==> src/rtl/decoder_pkg.sv <==
// Shared definitions for the 3-to-8 hold decoder: code width, FSM encoding
// and the binary-to-one-hot helper.
package decoder_pkg;

    localparam int SEL_W = 3;
    localparam int N_OUT = 1 << SEL_W;

    typedef enum logic {
        ST_IDLE   = 1'b0,
        ST_ACTIVE = 1'b1
    } state_t;

    function automatic logic [N_OUT-1:0] onehot(input logic [SEL_W-1:0] code);
        return N_OUT'(1) << code;
    endfunction

endpackage

==> src/rtl/onehot_dec.sv <==
// Combinational binary-to-one-hot decode; the top registers the result.
module onehot_dec
    import decoder_pkg::*;
(
    input  logic [SEL_W-1:0] code,
    output logic [N_OUT-1:0] lines
);

    assign lines = onehot(code);

endmodule

==> src/rtl/decoder_3to8_hold.sv <==
// Registered 3-to-8 decoder that holds each decoded line for HOLD_CYCLES clocks
// and chains back-to-back codes without a gap cycle.
module decoder_3to8_hold
    import decoder_pkg::*;
#(
    parameter int unsigned HOLD_CYCLES = 4,
    parameter int unsigned CNT_W       = 8
) (
    input  logic             clk,
    input  logic             rst_n,
    input  logic [SEL_W-1:0] in_code,
    input  logic             in_valid,
    output logic             in_ready,
    output logic [N_OUT-1:0] out_onehot,
    output logic             out_valid,
    output logic             done
);

    if (HOLD_CYCLES < 1 || HOLD_CYCLES > 255) begin : g_bad_hold
        $error("decoder_3to8_hold: HOLD_CYCLES must be in 1..255");
    end
    if ((64'd1 << CNT_W) <= 64'(HOLD_CYCLES)) begin : g_bad_cnt_w
        $error("decoder_3to8_hold: CNT_W too narrow for HOLD_CYCLES");
    end

    localparam logic [CNT_W-1:0] HOLD_LOAD = CNT_W'(HOLD_CYCLES);
    localparam logic [CNT_W-1:0] CNT_ONE   = CNT_W'(1);

    state_t           state;
    logic [CNT_W-1:0] cnt;
    logic [N_OUT-1:0] onehot_q;
    logic             done_q;
    logic [N_OUT-1:0] dec;
    logic             last_cycle;
    logic             accept;

    onehot_dec u_dec (
        .code  (in_code),
        .lines (dec)
    );

    // Handshake: a code transfers on a rising edge where in_valid and in_ready
    // are both 1; the source holds in_code steady until then. in_ready is 1 in
    // IDLE and on the final hold cycle, so a follow-on code continues seamlessly.
    assign last_cycle = (state == ST_ACTIVE) && (cnt == CNT_ONE);
    assign in_ready   = (state == ST_IDLE) || last_cycle;
    assign accept     = in_valid && in_ready;

    always_ff @(posedge clk or negedge rst_n) begin
        if (!rst_n) begin
            state    <= ST_IDLE;
            cnt      <= '0;
            onehot_q <= '0;
            done_q   <= 1'b0;
        end else begin
            done_q <= 1'b0;
            if (state == ST_IDLE) begin
                if (accept) begin
                    state    <= ST_ACTIVE;
                    cnt      <= HOLD_LOAD;
                    onehot_q <= dec;
                end
            end else begin
                if (accept) begin
                    cnt      <= HOLD_LOAD;
                    onehot_q <= dec;
                end else if (last_cycle) begin
                    // Hold expired with nothing queued behind it.
                    state    <= ST_IDLE;
                    cnt      <= '0;
                    onehot_q <= '0;
                    done_q   <= 1'b1;
                end else begin
                    cnt <= cnt - CNT_ONE;
                end
            end
        end
    end

    assign out_onehot = onehot_q;
    assign out_valid  = (state == ST_ACTIVE);
    assign done       = done_q;

endmodule

==> config.mk <==
export PLATFORM = sky130hd
export DESIGN_NAME = decoder_3to8_hold
export DESIGN_NICKNAME = d
export VERILOG_FILES = /design/src/rtl/decoder_pkg.sv /design/src/rtl/onehot_dec.sv /design/src/rtl/decoder_3to8_hold.sv
export SDC_FILE = /design/constraint.sdc
export NUM_CORES = 1
export LEC_CHECK = 0
export BUFFER_PORTS_ARGS = -buffer_cell sky130_fd_sc_hd__buf_4
export CAP_MARGIN = 20
export CORE_UTILIZATION = 48
export DETAILED_ROUTE_END_ITERATION = 8
export GPL_TIMING_DRIVEN = 0
export PLACE_DENSITY_LB_ADDON = 0.1
export SLEW_MARGIN = 20
export SYNTH_ARGS = -nofsm -noshare
export SYNTH_HDL_FRONTEND = slang
export SYNTH_SLANG_ARGS = --single-unit
==> constraint.sdc <==
create_clock -name clk -period 1.9 [get_ports clk]
set_clock_uncertainty 0.15 [all_clocks]
set_input_delay 0.095 -clock clk [delete_from_list [all_inputs] [get_ports clk]]
set_output_delay 0.095 -clock clk [all_outputs]
set_load 0.005 [all_outputs]
Word level (Yosys, flattened, before mapping)
Index checks and enable logic that the tools add are counted.
{ "word_totals": {"ff_bits": 18, "inputBits": 6, "out_inout_bits": 11, "elab_cells": 29} }
{ "classes": {"add_sub_neg": 1, "n_eq_ne": 1, "shifts": 1, "muxes": 15, "n_bitwise": 1, "n_reduce_logical": 6} }
{ "ops": {"columns": ["cell", "n"], "rows": [
  ["$mux 8", 8],
  ["$eq 8x1->1 const B", 1],
  ["$shl 1x3->8 const A", 1],
  ["$sub 8x1->8 const B", 1],
  ["$mux 1", 7],
  ["$reduce_bool 2->1", 2],
  ["$logic_and 1x1->1", 2],
  ["$reduce_and 2->1", 1],
  ["$logic_or 1x1->1", 1],
  ["$not 1->1", 1]
]} }

Logic depth before layout (Yosys ltp)
{ "logic_depth": {"word_depth": 6, "depth_mapped": 6, "mapped_depth_nobuf": 5} }

Hierarchy
From an unflattened synthesis, not the netlist that was laid out.
{ "unflattened": {"hier_cells": 107, "area_unflattened_um2": 1076.0} }
{ "modules_own_cells": {"columns": ["mod", "instances", "cells_each", "area_each_um2", "seq_area_each_um2"], "rows": [
  ["decoder_3to8_hold", 1, 99, 1011.0, 450.4],
  ["onehot_dec", 1, 8, 65.1, 0.0]
]} }

Least setup slack after synthesis
No wires, ideal clock.
{ "synth_path": {"path_type": "register -> register", "start": "reg cnt[1]", "end": "reg onehot_q[7] (netlist: out_onehot[7])", "setup_time_ps": 121, "t_arrival_ps": 1606, "required_ps": 1629, "path_slack_ps": 23, "path_stages_with_launch": 6, "n_path_buf": 0, "synth_period_minus_slack_ps": 1877, "path_cell_list": "dfrtp_1 -> inv_1 -> ha_1 -> nor3b_1 -> a31oi_1 -> a22o_1"} }
{ "synth_between": {"elab_chain_len": 6, "elab_cells_between_ends": 9, "cone_classes": "eq/ne: 1; mux: 2; reduce/logical: 6"} }
{ "synth_lines": {"columns": ["element", "line_no", "rtl"], "rows": [
  ["start: declaration", "decoder_3to8_hold.sv:30", "logic [CNT_W-1:0] cnt;"],
  ["start signal: assignment", "decoder_3to8_hold.sv:74", "cnt <= cnt - CNT_ONE;"],
  ["$eq 8x1->1 (*)", "decoder_3to8_hold.sv:45", "assign last_cycle = (state == ST_ACTIVE) && (cnt == CNT_ONE);"],
  ["$logic_and 1x1->1 (*)", "decoder_3to8_hold.sv:45", null],
  ["$logic_or 1x1->1", "decoder_3to8_hold.sv:46", "assign in_ready = (state == ST_IDLE) || last_cycle;"],
  ["$logic_and 1x1->1", "decoder_3to8_hold.sv:47", "assign accept = in_valid && in_ready;"],
  ["$mux 8 or $reduce_bool 2->1 (tied branches)", null, null],
  ["$mux 8 or $reduce_and 2->1 (tied branches)", null, null],
  ["end signal: assignment", "decoder_3to8_hold.sv:53", "onehot_q <= '0;"],
  ["end signal: assignment", "decoder_3to8_hold.sv:61", "onehot_q <= dec;"],
  ["end signal: assignment", "decoder_3to8_hold.sv:66", "onehot_q <= dec;"],
  ["end: declaration", "decoder_3to8_hold.sv:31", "logic [N_OUT-1:0] onehot_q;"]
]} }
Mark *: on every way between the ends. The rest lies on a longest branch, timed or not.
A chain may end at the register's enable or synchronous reset.

Worst setup path in the final report
{ "layout_path": {"start": "reg cnt[4]", "end": "out in_ready"} }
{ "layout_between": {"elab_chain_len": 3} }
{ "layout_lines": {"columns": ["element", "line_no", "rtl"], "rows": [
  ["$eq 8x1->1", "decoder_3to8_hold.sv:45", null],
  ["$logic_and 1x1->1", "decoder_3to8_hold.sv:45", null],
  ["$logic_or 1x1->1", "decoder_3to8_hold.sv:46", null],
  ["end: declaration", "decoder_3to8_hold.sv:13", "output logic in_ready,"]
]} }
No other way between the ends.

==> impl_results.md <==
- Number of nets in the finished design: 131
- Worst Reg-to-Reg Cells: 6
- Largest area contributor in the synthesized netlist: dfrtp_1
- Type of element launching the critical path: register
- Average footprint of a synthesized cell: ~11 um2
- Initial antenna violation count: 0
- Gr ovfl total: 0
- Number of optimization iterations in the first detailed-route pass: 5
- DR WL/cell: approximately 18 um
- HPWL after detailed placement: 1480 um
- Pin count of the biggest net entering global routing: 19
- Maximum frequency from static timing analysis: between 500 and 600 MHz
- Power per cell area: 502 mW/mm2
- Worst reg2reg startpoint: cnt[0]
- Most Crowded Layer GR: met2
- Max-cap violations: 0
- R2r endpoint: cnt[4]
- First-pass GRT wire length: approximately 3600 um
- Setup slack of the most critical reg-to-reg path: -0.01 ns
- Worst Setup End Kind: output port
- Number of buffers created by CTS: 3
- Post-route clock period utilization: 1.02
- Share of post-route cells with drive strength above 1: 0.434
- X dimension of the die: 46.1 um
- Total wire length after detailed routing: 2680 um
- Last weighted congestion value of the routability-driven placer: about 0.8
- Global router's overall resource usage: 0.239
- Number of enable flip-flop cells after synthesis: 0
- Number of unique standard cell types used by synthesis: 36
- Standard-cell row count: 15
- Main flop type after synthesis: dfrtp_1
- Met3 global-route usage: 0.0235
- Synth async-reset ratio: 1.00
- Synthesized instance count: 88
- P&R area growth vs syn: 42.5%
- Most common cell in the netlist: dfrtp_1
- Kind of critical path: register to output port
- Placement Setup Slack: -0.319 ns
- DIE AREA: ~0.0021 mm2
- Met2 usage: 0.397
- DIE HEIGHT: around 46 um
- Setup total negative slack: -0.0425 ns
- Via count of the first global-routing pass: a little under 800
- TritonCTS clock tree: built
- Root buf cell: clkbuf_4
- Number of cells in the finished layout apart from fillers: roughly 150
- Residual DRC: 0
- Data arrival, critical path: 1.69 ns
- Failing checks: setup timing
- Final worst hold slack: 0.0304 ns
- Number of I/O pins: 17
- Clock transition at path regs: about 0.11 ns
- Vias after detailed routing: 940
- RSZ-0062 raised after global routing: true
- Initial DRC count: 52
- Leakage power figure: approximately 0.6 nW
- Setup slack of the critical path after layout: -0.0362 ns
- Post-synthesis register bit count: 18
- Share of the synthesized area in the top cell type: 0.483
- Final hold vios: 0
- H-tree level count: 1
- Synthesis warning total: 0
- Syn Nets: 96
- Met1 Track Usage GR: 0.339
- Number of buffers on the longest clock path: 2
- Worst path required time: approximately 1.7 ns
- Top cells by area, synth: dfrtp_1 48%, a32o_1 7.5%, nor2b_1 3.4%, ha_1 2.7%, inv_1 2.4%
- Placeable core area: 0.00178 mm2
- Final setup violation count: 2
- Status: finished with violations
- Worst relative slew slack: 0.693
- Antenna Violating Nets Remaining: 0
- Via density per instance: 6.39
- Highest net fanout along the worst path: 4
- Path class of the lowest-slack min-delay path: input port to async pin
- Placed Cells incl. Taps: roughly 130
- Post-route minimum period: between 1.5 and 2 ns
- PortBufs: 16
- Mapped cell area: around 930 um2
- Antenna diodes: 0
- Final standard cell utilization of the core: 0.746
- Transition time of the tightest slew-check pin: 0.459 ns
- Seq/Total Area, Yosys: 0.483
- Most common library cells after synthesis: 18 x dfrtp_1, 7 x a32o_1, 6 x inv_1
- Sinks on Clock Net: 18
- Starting utilization of the core area: 0.524
- Slew Viols, Final: 0
- Insertion delay of the later-clocked pin in the worst-skew pair: roughly 0.30 ns
- Max IR drop VDD: 0.000424 V
[per-stage QoR]
stage	power [W]	instance area (um2)
floorplan	0.000401	933
global placement	0.000422	1080
detailed placement	0.000423	1080
CTS	0.000662	1230
global route	0.000681	1330
finish	0.000668	1330
[worst max-delay path by stage]
stage	end	from	slack (ns)
detailed placement	out_onehot[2]	cnt[1]	-0.32
CTS	cnt[4]	cnt[0]	-0.04
finish	in_ready	cnt[4]	-0.04
floorplan	out_onehot[7]	cnt[1]	0.02
global placement	out_onehot[7]	cnt[1]	-0.30
global route	cnt[4]	cnt[0]	-0.07
[report_power, final]
group | leakage (nW) | internal (W) | switching [W]
logic | 0.352 | 0.0000138 | 0.0000207
clock network | 0.0210 | 0.000117 | 0.000130
registers | 0.221 | 0.000384 | 0.00000197
total | 0.594 | 0.000515 | 0.000153
[flip-flops by register name (all words and copies together) (netlist names)]
signal      flops
cnt             8
out_onehot      8
done            1
out_valid       1
[cells by family after synthesis]
family                   synth area share
buffers and inverters              0.0442
AND/OR/NAND/NOR                     0.209
adder cells (fa/ha/maj)            0.0268
AO/OA/AOI/OAI                       0.237
flip-flops                          0.483
[layer usage]
layer,wire (um),vias up
met2,1280,57
li1,-,415
met3,238,14
met1,1070,454
met4,82,0
met5,0,-
[cells in the final DEF, fill, tap and decap left out, types with 2 or more instances in the layout]
cell,n
a22o_1,2
a32o_1,7
and2_1,2
and3_1,2
buf_4,30
clkbuf_4,3
dfrtp_1,13
dfrtp_2,5
dlygate4sd3_1,2
inv_1,5
nand2_1,5
nand3_1,2
nor2_1,4
nor2b_1,5
nor3_1,2
nor4_1,3
o211ai_1,3
o21ai_0,2
or3b_4,2
[critical path, stage by stage (launching register included)]
cell and delay (ns):
dfrtp_2 0.46, or4_4 0.59, o21ai_4 0.22, buf_6 0.12
[area by class of cell]
| class | instances | area, um2 |
|---|---|---|
| plain buffers | 1 | 5.00 |
| flip-flops and latches | 18 | 457 |
| multi-input cells | 60 | 522 |
| clock buffers | 4 | 36.3 |
| fillers | 112 | 453 |
| well taps | 25 | 31.3 |
| inverters | 6 | 22.5 |
| repair buffers | 33 | 256 |
[repair_timing]
action / 4_1_cts / 5_1_grt
pin swaps: 1 / 3
setup endpoints to repair: 14 / 13
hold buffers: 2 / 0
setup buffers: 8 / 7
endpoints found under the hold margin: 21 / 0
gates resized for setup: 13 / 11
Power figures use the tool's default switching activity.
